## config.mk

```make
export PLATFORM = sky130hd
export DESIGN_NAME = led_sequencer
export DESIGN_NICKNAME = d
export VERILOG_FILES = /design/src/rtl/led_seq_pkg.sv /design/src/rtl/dwell_timer.sv /design/src/rtl/led_sequencer.sv
export SDC_FILE = /design/constraint.sdc
export NUM_CORES = 1
export LEC_CHECK = 0
export CELL_PAD_IN_SITES_DETAIL_PLACEMENT = 1
export CELL_PAD_IN_SITES_GLOBAL_PLACEMENT = 2
export CORE_UTILIZATION = 34
export DETAILED_ROUTE_END_ITERATION = 12
export PLACE_DENSITY = 0.79
export REMOVE_ABC_BUFFERS = 1
export SLEW_MARGIN = 20
export SYNTH_ARGS = -nofsm -noshare
export SYNTH_HDL_FRONTEND = slang
export SYNTH_SLANG_ARGS = --single-unit
```

## constraint.sdc

```tcl
create_clock -name clk -period 2.48 [get_ports clk]
set_input_delay 0.62 -clock clk [delete_from_list [all_inputs] [get_ports clk]]
set_output_delay 0.62 -clock clk [all_outputs]
set_load 0.01 [all_outputs]
```

## src/rtl/led_seq_pkg.sv

```systemverilog
// ============================================================================
// Module      : led_seq_pkg
// Description : Shared types and constants for the LED decoder sequencer.
// Revision    : 1.0 - initial release
// ============================================================================
`default_nettype none

package led_seq_pkg;

    localparam int SEL_W = 2;

    typedef enum logic [1:0] {
        ST_IDLE = 2'd0,
        ST_ON   = 2'd1,
        ST_GAP  = 2'd2,
        ST_DONE = 2'd3
    } state_t;

    localparam logic [SEL_W-1:0] c_DATA_RST = '0;
    localparam logic             c_LED_RST  = 1'b0;

    // Counter wide enough to hold the larger of two dwell lengths (min 1 bit).
    function automatic int cnt_width(input int a, input int b);
        int m;
        m = (a > b) ? a : b;
        return (m < 1) ? 1 : $clog2(m + 1);
    endfunction

endpackage

`default_nettype wire

```

## src/rtl/dwell_timer.sv

```systemverilog
// ============================================================================
// Module      : dwell_timer
// Description : Up-counter with clear, enable and a one-cycle terminal pulse.
// Revision    : 1.0 - initial release
// ============================================================================
`default_nettype none

module dwell_timer #(
    parameter int CNT_W = 3
) (
    input  logic             clk,
    input  logic             rst_n,
    input  logic             i_load,
    input  logic             i_en,
    input  logic [CNT_W-1:0] i_tc,
    output logic             o_expire
);

    logic [CNT_W-1:0] r_cnt;

    assign o_expire = i_en && (r_cnt == i_tc);

    // Holds at the terminal value until the owner reloads it; never wraps.
    always_ff @(posedge clk or negedge rst_n) begin
        if (!rst_n) begin
            r_cnt <= '0;
        end else if (i_load) begin
            r_cnt <= '0;
        end else if (i_en && !o_expire) begin
            r_cnt <= r_cnt + CNT_W'(1);
        end
    end

endmodule

`default_nettype wire

```

## src/rtl/led_sequencer.sv

```systemverilog
// ============================================================================
// Module      : led_sequencer
// Description : Steps a ledOnOff decoder through selects with ON/OFF dwell.
//               Optional blink during ON enabled by macro LED_SEQ_BLINK_EN.
// Revision    : 1.0 - initial release
// ============================================================================
`default_nettype none

module led_sequencer
    import led_seq_pkg::*;
#(
    parameter int ON_CYC     = 4,
    parameter int GAP_CYC    = 2,
    parameter int LAST_SEL   = 2,
    parameter int BLINK_HALF = 1
) (
    input  logic             clk,
    input  logic             rst_n,
    input  logic             start,
    input  logic             stop,
    input  logic             repeat_en,
    output logic [SEL_W-1:0] dataIn,
    output logic             ledOn,
    output logic             busy,
    output logic             seq_done
);

    localparam int               CNT_W     = cnt_width(ON_CYC, GAP_CYC);
    localparam logic [CNT_W-1:0] c_ON_TC   = CNT_W'(ON_CYC - 1);
    localparam logic [CNT_W-1:0] c_GAP_TC  = CNT_W'((GAP_CYC > 0) ? GAP_CYC - 1 : 0);
    localparam bit               c_HAS_GAP = (GAP_CYC > 0);
    localparam logic [SEL_W-1:0] c_LAST    = SEL_W'(LAST_SEL);

    // Unsupported configurations elaborate an empty marker block only.
    if (ON_CYC < 1 || LAST_SEL < 0 || LAST_SEL > 3 || BLINK_HALF < 1) begin : g_cfg_invalid
    end

    state_t           r_state;
    state_t           w_nxt_state;
    state_t           w_adv_state;
    logic [SEL_W-1:0] r_sel;
    logic [SEL_W-1:0] w_nxt_sel;
    logic [SEL_W-1:0] w_adv_sel;
    logic             w_at_last;
    logic             w_load;
    logic             w_en;
    logic [CNT_W-1:0] w_tc;
    logic             w_expire;
    logic             w_led_nxt;

    dwell_timer #(.CNT_W(CNT_W)) u_dwell (
        .clk      (clk),
        .rst_n    (rst_n),
        .i_load   (w_load),
        .i_en     (w_en),
        .i_tc     (w_tc),
        .o_expire (w_expire)
    );

    assign w_at_last   = (r_sel == c_LAST);
    assign w_adv_state = (!w_at_last || repeat_en) ? ST_ON : ST_DONE;
    assign w_adv_sel   = w_at_last ? '0 : r_sel + SEL_W'(1);

    always_comb begin
        w_nxt_state = r_state;
        w_nxt_sel   = r_sel;
        w_load      = 1'b0;
        w_en        = 1'b0;
        w_tc        = c_ON_TC;
        unique case (r_state)
            ST_IDLE: begin
                w_load = 1'b1;
                if (start && !stop) begin
                    w_nxt_state = ST_ON;
                    w_nxt_sel   = '0;
                end
            end
            ST_ON: begin
                w_en = 1'b1;
                if (w_expire) begin
                    w_load = 1'b1;
                    if (c_HAS_GAP) begin
                        w_nxt_state = ST_GAP;
                    end else begin
                        w_nxt_state = w_adv_state;
                        w_nxt_sel   = w_adv_sel;
                    end
                end
            end
            ST_GAP: begin
                w_en = 1'b1;
                w_tc = c_GAP_TC;
                if (w_expire) begin
                    w_load      = 1'b1;
                    w_nxt_state = w_adv_state;
                    w_nxt_sel   = w_adv_sel;
                end
            end
            default: begin
                w_load      = 1'b1;
                w_nxt_state = ST_IDLE;
                w_nxt_sel   = '0;
            end
        endcase
        // Abort overrides every transition out of a busy state.
        if (stop && r_state != ST_IDLE) begin
            w_nxt_state = ST_IDLE;
            w_nxt_sel   = '0;
            w_load      = 1'b1;
            w_en        = 1'b0;
        end
    end

`ifdef LED_SEQ_BLINK_EN
    localparam int               BLK_W      = cnt_width(BLINK_HALF, 1);
    localparam logic [BLK_W-1:0] c_BLINK_TC = BLK_W'(BLINK_HALF - 1);

    logic w_on_stay;
    logic w_blink_exp;

    assign w_on_stay = (r_state == ST_ON) && (w_nxt_state == ST_ON) && !w_load;

    dwell_timer #(.CNT_W(BLK_W)) u_blink (
        .clk      (clk),
        .rst_n    (rst_n),
        .i_load   (!w_on_stay || w_blink_exp),
        .i_en     (r_state == ST_ON),
        .i_tc     (c_BLINK_TC),
        .o_expire (w_blink_exp)
    );

    // Each ON entry restarts high; staying in ON toggles on every half period.
    assign w_led_nxt = w_on_stay ? (ledOn ^ w_blink_exp) : (w_nxt_state == ST_ON);
`else
    assign w_led_nxt = (w_nxt_state == ST_ON);
`endif

    always_ff @(posedge clk or negedge rst_n) begin
        if (!rst_n) begin
            r_state  <= ST_IDLE;
            r_sel    <= '0;
            dataIn   <= c_DATA_RST;
            ledOn    <= c_LED_RST;
            busy     <= 1'b0;
            seq_done <= 1'b0;
        end else begin
            r_state  <= w_nxt_state;
            r_sel    <= w_nxt_sel;
            dataIn   <= (w_nxt_state == ST_ON || w_nxt_state == ST_GAP) ? w_nxt_sel : c_DATA_RST;
            ledOn    <= w_led_nxt;
            busy     <= (w_nxt_state != ST_IDLE);
            seq_done <= (w_nxt_state == ST_DONE);
        end
    end

endmodule

`default_nettype wire

```

==> results of run 1 <==
routing by layer:
layer	part of all wire (%)	vias up	GRT usage [%]
met2	48	12	28.8
met3	2.5	4	3.12
met5	0	-	0
li1	-	288	-
met4	3.0	0	8.33
met1	46	305	21.9
cell usage after synthesis, drive strengths merged:
cell type | instances | share of area, %
a211o | 1 | 1.2
a211oi | 5 | 5.6
a21oi | 3 | 2.0
and4bb | 1 | 1.7
buf | 1 | 1.5
dfrtp | 12 | 40
ha | 8 | 13
inv | 5 | 2.5
mux2i | 2 | 2.6
nand2 | 3 | 1.5
nand2b | 2 | 2.0
nand3 | 4 | 2.6
nand4 | 3 | 4.5
nand4b | 1 | 3.1
nor2 | 4 | 2.0
nor2b | 3 | 3.5
o21a | 1 | 0.99
o21ai | 4 | 2.6
o21bai | 1 | 0.99
o32a | 1 | 1.3
o32ai | 1 | 1.2
xor2 | 1 | 3.6
critical path: stages:
cell,delay (ns)
clkdlybuf4s50_1,0.46
nand2b_2,0.19
nand4b_4,0.14
a211oi_2,0.32
o32a_1,0.22
ha_1,0.26
nand4_1,0.10
o21ai_0,0.08
state kept, by name (all words and copies together), names as in the netlist:
register,flops
busy,1
dataIn,2
ledOn,1
r_sel,2
r_state,2
seq_done,1
u_dwell.r_cnt,3
per-stage QoR:
step	cell area [um^2]	util (%)	TNS [ns]	power, uW	hold WS, ns
floorplan	744	-	0	394	0.324
global placement	943	46.7	-0.00847	493	0.481
detailed placement	943	46.7	-0.298	507	0.494
global route	990	48.9	0	707	0.528
CTS	980	48.5	0	664	0.505
finish	990	48.9	0	663	0.499
cell usage in the layout, fill, tap and decap left out, drive strengths merged:
cell type / count
clkbuf: 4
o21a: 1
o32ai: 1
nand2: 3
nand3: 4
nor2: 4
a211o: 1
o21bai: 1
nand2b: 2
mux2i: 2
dfrtp: 12
xor2: 1
ha: 8
nand4: 3
inv: 5
o32a: 1
a211oi: 5
o21ai: 4
and4bb: 1
buf: 10
a21oi: 3
nand4b: 1
clkdlybuf4s50: 9
nor2b: 3
where the power goes:
part	internal [uW]	leakage [uW]	switching [uW]
clock network	89.3	0.0000210	67.8
logic	126	0.000262	144
registers	218	0.000165	17.3
total	434	0.000448	229
layout make-up:
| class | instances | area (um^2) |
|---|---|---|
| clock buffer | 4 | 36.3 |
| fill | 229 | 1030 |
| inverter | 5 | 18.8 |
| multi-input combinational | 49 | 435 |
| sequential | 12 | 300 |
| tap | 27 | 33.8 |
| timing repair buffer | 19 | 165 |
kinds of logic after synthesis:
logic type | share of synthesized area (%)
AO/OA/AOI/OAI | 15.9
XOR/XNOR | 3.64
adder cells (fa/ha/maj) | 13.2
buffers and inverters | 3.97
flip-flops | 39.7
multiplexers | 2.65
AND/OR/NAND/NOR | 20.9
worst max-delay path by stage:
stage / start / endpoint / slack [ns] / depth (start not counted)
6_report: stop / dataIn[0]$_DFF_PN0_ / 0.23 / 8
3_5_place_dp: stop / dataIn[0]$_DFF_PN0_ / -0.15 / 8
3_3_place_gp: stop / dataIn[0]$_DFF_PN0_ / -0.004 / 8
2_1_floorplan: r_state[0]$_DFF_PN0_ / dataIn[0]$_DFF_PN0_ / 0.33 / 8
5_1_grt: r_state[1]$_DFF_PN0_ / dataIn[0]$_DFF_PN0_ / 0.07 / 9
4_1_cts: stop / dataIn[0]$_DFF_PN0_ / 0.11 / 8
==> flow_summary.json, run 1 <==
{
  "avgSynthCellArea_um2": 11.3,
  "ctsHtreeMaxLevel": 1,
  "ios": 10,
  "finalMaxSlewViolations": 0,
  "yosysWarnings": 0,
  "grt_use_total_pct": 17.5,
  "min_to": "u_dwell.r_cnt[0]$_DFFE_PN0P_",
  "cts_tree": "yes",
  "cts_root_buffer": "clkbuf_4",
  "arrival_ns": 2.40,
  "reg2reg_depth": 8,
  "ir_drop_uv": 326,
  "layout_setup_ws_ns": 0.233,
  "nets": 103,
  "ys_types": 27,
  "netlist_area_um2": 756,
  "detail-route-antenna-nets": 0,
  "drt_iter0_markers": 13,
  "clock_path_buffers": 2,
  "start_kind": "input pin",
  "p_per_area_nw_per_um2": 669,
  "io_buffers": 9,
  "finalCriticalPeriod_ns": 2.25,
  "ys_ff_latch": 12,
  "gr-total-overflow": 0,
  "cts_hold_buffers": 0,
  "cts.sinks": 12,
  "antenna_found_initial": 0,
  "rrSetupSlack_ns": 0.27,
  "cp-end-kind": "register",
  "path_clk_slew_ns": 0.08,
  "worstSetupPathType": "input pin to register",
  "cp_max_fo": 5,
  "routed_via_density": 5.25,
  "grt_pass1_vias": 684,
  "setup_violations": 0,
  "timing.rr.end": "dataIn[0]$_DFF_PN0_",
  "dpl.hpwl_mm": 1.43,
  "vias": 609,
  "period_share_pct": 90.6,
  "p_leak_uw": 0.000448,
  "drive_gt1_share_pct": 25.8,
  "clk_latency_ns": 0.27,
  "fin_skew_ns": 0.00114,
  "worstMarginPinSlew_ns": 0.554,
  "routedWlPerCell_um": 15.4,
  "post-cts-setup-buffers": 0,
  "timing.max_cap.violations": 0,
  "syn_to_final_growth_pct": 31.0,
  "routed_wl_mm": 1.79,
  "fp.dieW_um": 49.1,
  "slew_headroom_pct": 62.9,
  "rows": 16,
  "dieHeight_um": 49.1,
  "synthCells": 67,
  "core-area_um2": 2020,
  "r2r-start": "r_state[0]$_DFF_PN0_",
  "worst_hold_path.num_cells": 1,
  "status": "finished, final reports clean",
  "rsz0062_at_grt": "false",
  "preCtsSetupSlack_ns": -0.154,
  "hold_viol_final": 0,
  "n_antenna_cell": 0,
  "dp.cells": 112,
  "grt_pass1_wl_mm": 3.13,
  "initial_utilization_pct": 37.4,
  "grt_max_degree": 13,
  "cts-buffers-inserted": 3,
  "stdcell_count": 116,
  "worstPathRequired_ns": 2.63,
  "first_pass_iters": 4,
  "cts_resized": 0,
  "max_freq_mhz": 445,
  "hp-class": "register to register",
  "min_from": "u_dwell.r_cnt[0]$_DFFE_PN0P_",
  "drc": 0,
  "die_area_um2": 2420,
  "routabilityCongestion": 0.779,
  "synth-seq-area-share_pct": 39.7
}
Note: power is estimated with default switching activity, not from simulation.
==> inputs of run 2 (changes only) <==
--- a/config.mk
+++ b/config.mk
@@ -7,6 +7,7 @@
 export LEC_CHECK = 0
 export CELL_PAD_IN_SITES_DETAIL_PLACEMENT = 1
 export CELL_PAD_IN_SITES_GLOBAL_PLACEMENT = 2
+export CORE_ASPECT_RATIO = 0.8
 export CORE_UTILIZATION = 34
 export DETAILED_ROUTE_END_ITERATION = 12
 export PLACE_DENSITY = 0.79
==> flow_summary.json, run 2 (synthesized netlist as in run 1, its figures left out) <==
{
  "drive_gt1_share_pct": 21.8,
  "cts.sinks": 12,
  "clock_path_buffers": 2,
  "path_depth": 8,
  "rrSetupSlack_ns": 0.27,
  "grt_max_degree": 13,
  "drc": 0,
  "cts_root_buffer": "clkbuf_4",
  "crit_family": "compound AO/OA/AOI/OAI gates",
  "routed_via_density": 5.12,
  "crit_slowest_cell": "clkdlybuf4s50_1",
  "routabilityCongestion": 0.789,
  "top_layer": "met4",
  "timing.rr.end": "dataIn[0]$_DFF_PN0_",
  "gr-total-overflow": 0,
  "layout_common_cells": "dfrtp_1 (12), clkdlybuf4s50_1 (9), ha_1 (8), buf_4 (8), inv_1 (5)",
  "crit_chain": "clkdlybuf4s50_1 > nand2b_2 > nand4b_4 > a211oi_1 > o32a_1 > ha_1 > nand3_1 > o21ai_0",
  "reg2reg_depth": 8,
  "post-cts-setup-buffers": 0,
  "largest-register": "u_dwell.r_cnt",
  "largest_register_ffs": 3,
  "vias": 568,
  "finish.instance_area_um2": 961,
  "regArea_um2": 300,
  "r2r-start": "r_state[0]$_DFF_PN0_",
  "layout_commonest_cell": "dfrtp_1",
  "die_area_um2": 2420,
  "worst_hold_path.num_cells": 1,
  "grt_pass1_vias": 582,
  "cp_max_fo": 4,
  "worstSetupPathType": "input pin to register",
  "fp.dieW_um": 54.7,
  "p_per_area_nw_per_um2": 674,
  "min_to": "u_dwell.r_cnt[0]$_DFFE_PN0P_",
  "clk_latency_ns": 0.28,
  "min_from": "u_dwell.r_cnt[0]$_DFFE_PN0P_",
  "initial_utilization_pct": 38.2,
  "worstMarginPinSlew_ns": 0.592,
  "cp-end-kind": "register",
  "n_antenna_cell": 0,
  "ctsHtreeMaxLevel": 1,
  "io_buffers": 9,
  "fin_skew_ns": 0.00716,
  "drt_iter0_markers": 5,
  "ir_drop_uv": 306,
  "core-area_um2": 1980,
  "ios": 10,
  "nets": 101,
  "multi_input_area_um2": 425,
  "stdcell_count": 111,
  "holdWs_ns": 0.505,
  "cts_hold_buffers": 0,
  "finalCriticalPeriod_ns": 2.21,
  "fin_total_pwr_uw": 647,
  "arrival_ns": 2.38,
  "hp-class": "register to register",
  "slew_headroom_pct": 60.4,
  "slowest_delay_ns": 0.46,
  "routedWlPerCell_um": 14.0,
  "cts_tree": "yes",
  "finalMaxSlewViolations": 0,
  "cts-buffers-inserted": 3,
  "p_leak_uw": 0.000436,
  "dp.cells": 107,
  "grt_use_total_pct": 16.8,
  "met3_length_um": 58,
  "antenna_found_initial": 0,
  "syn_to_final_growth_pct": 27.2,
  "wl_met1_um": 818,
  "fillers": 229,
  "status": "finished, final reports clean",
  "start_kind": "input pin",
  "dieHeight_um": 44.2,
  "worstPathRequired_ns": 2.64,
  "rsz0062_at_grt": "false",
  "cts_resized": 0,
  "routed_wl_mm": 1.56,
  "grt_pass1_wl_mm": 2.72,
  "max_freq_mhz": 452,
  "setup_violations": 0,
  "met2RoutedLength_um": 665,
  "dpl.hpwl_mm": 1.29,
  "first_pass_iters": 2,
  "placed_cell_area_um2": 925,
  "period_share_pct": 89.2,
  "timing.max_cap.violations": 0,
  "rows": 14,
  "hold_viol_final": 0,
  "path_clk_slew_ns": 0.08,
  "cp_num_buf_inv": 1,
  "detail-route-antenna-nets": 0
}
## run 2: cell types whose count changed in the layout (fill, tap and decap cells not counted)
| cell | change |
|---|---|
| buf_4 | -2 |
| a211oi_2 | -2 |
| a211oi_1 | +2 |
## run 2: through the flow
step           utilization, %  setup slack (ns)  TNS [ns]
5_1_grt                  48.5            0.0608         0
3_5_place_dp             46.7           -0.0357   -0.0540
4_1_cts                  48.5             0.233         0
6_report                 48.5             0.268         0
3_3_place_gp             46.7            0.0306         0
2_1_floorplan               -             0.326         0
## run 2: worst register-to-register path, cell delays in order (launching register included)
cell,delay [ns]
dfrtp_1,0.40
inv_1,0.09
ha_1,0.34
xor2_4,0.22
nand4_4,0.15
o32a_1,0.38
ha_1,0.32
nand3_1,0.10
o21ai_0,0.15
## run 2: report_power, final
group	total, uW	switching, uW	internal [uW]
clock network	162	72.3	89.4
registers	236	17.9	218
logic	249	132	117
total	647	222	425
## run 2: worst max-delay path by stage
stage / startpoint / end
finish: stop / dataIn[0]$_DFF_PN0_
global route: r_state[0]$_DFF_PN0_ / dataIn[0]$_DFF_PN0_
CTS: r_state[0]$_DFF_PN0_ / dataIn[0]$_DFF_PN0_
detailed placement: stop / dataIn[0]$_DFF_PN0_
global placement: stop / dataIn[0]$_DFF_PN0_
floorplan: r_state[0]$_DFF_PN0_ / dataIn[0]$_DFF_PN0_
## run 2: final cells by class
class / count / share of cell area [%]
multi-input combinational: 49 / 44.3
inverter: 5 / 1.95
clock buffer: 4 / 3.78
sequential: 12 / 31.2
tap: 24 / 3.12
timing repair buffer: 17 / 15.6
## run 2: per-layer routing
layer,up-vias,global-route usage (%)
met5,-,0
met4,0,6.15
met3,2,6.19
met2,12,23.1
met1,274,23.6
li1,280,-
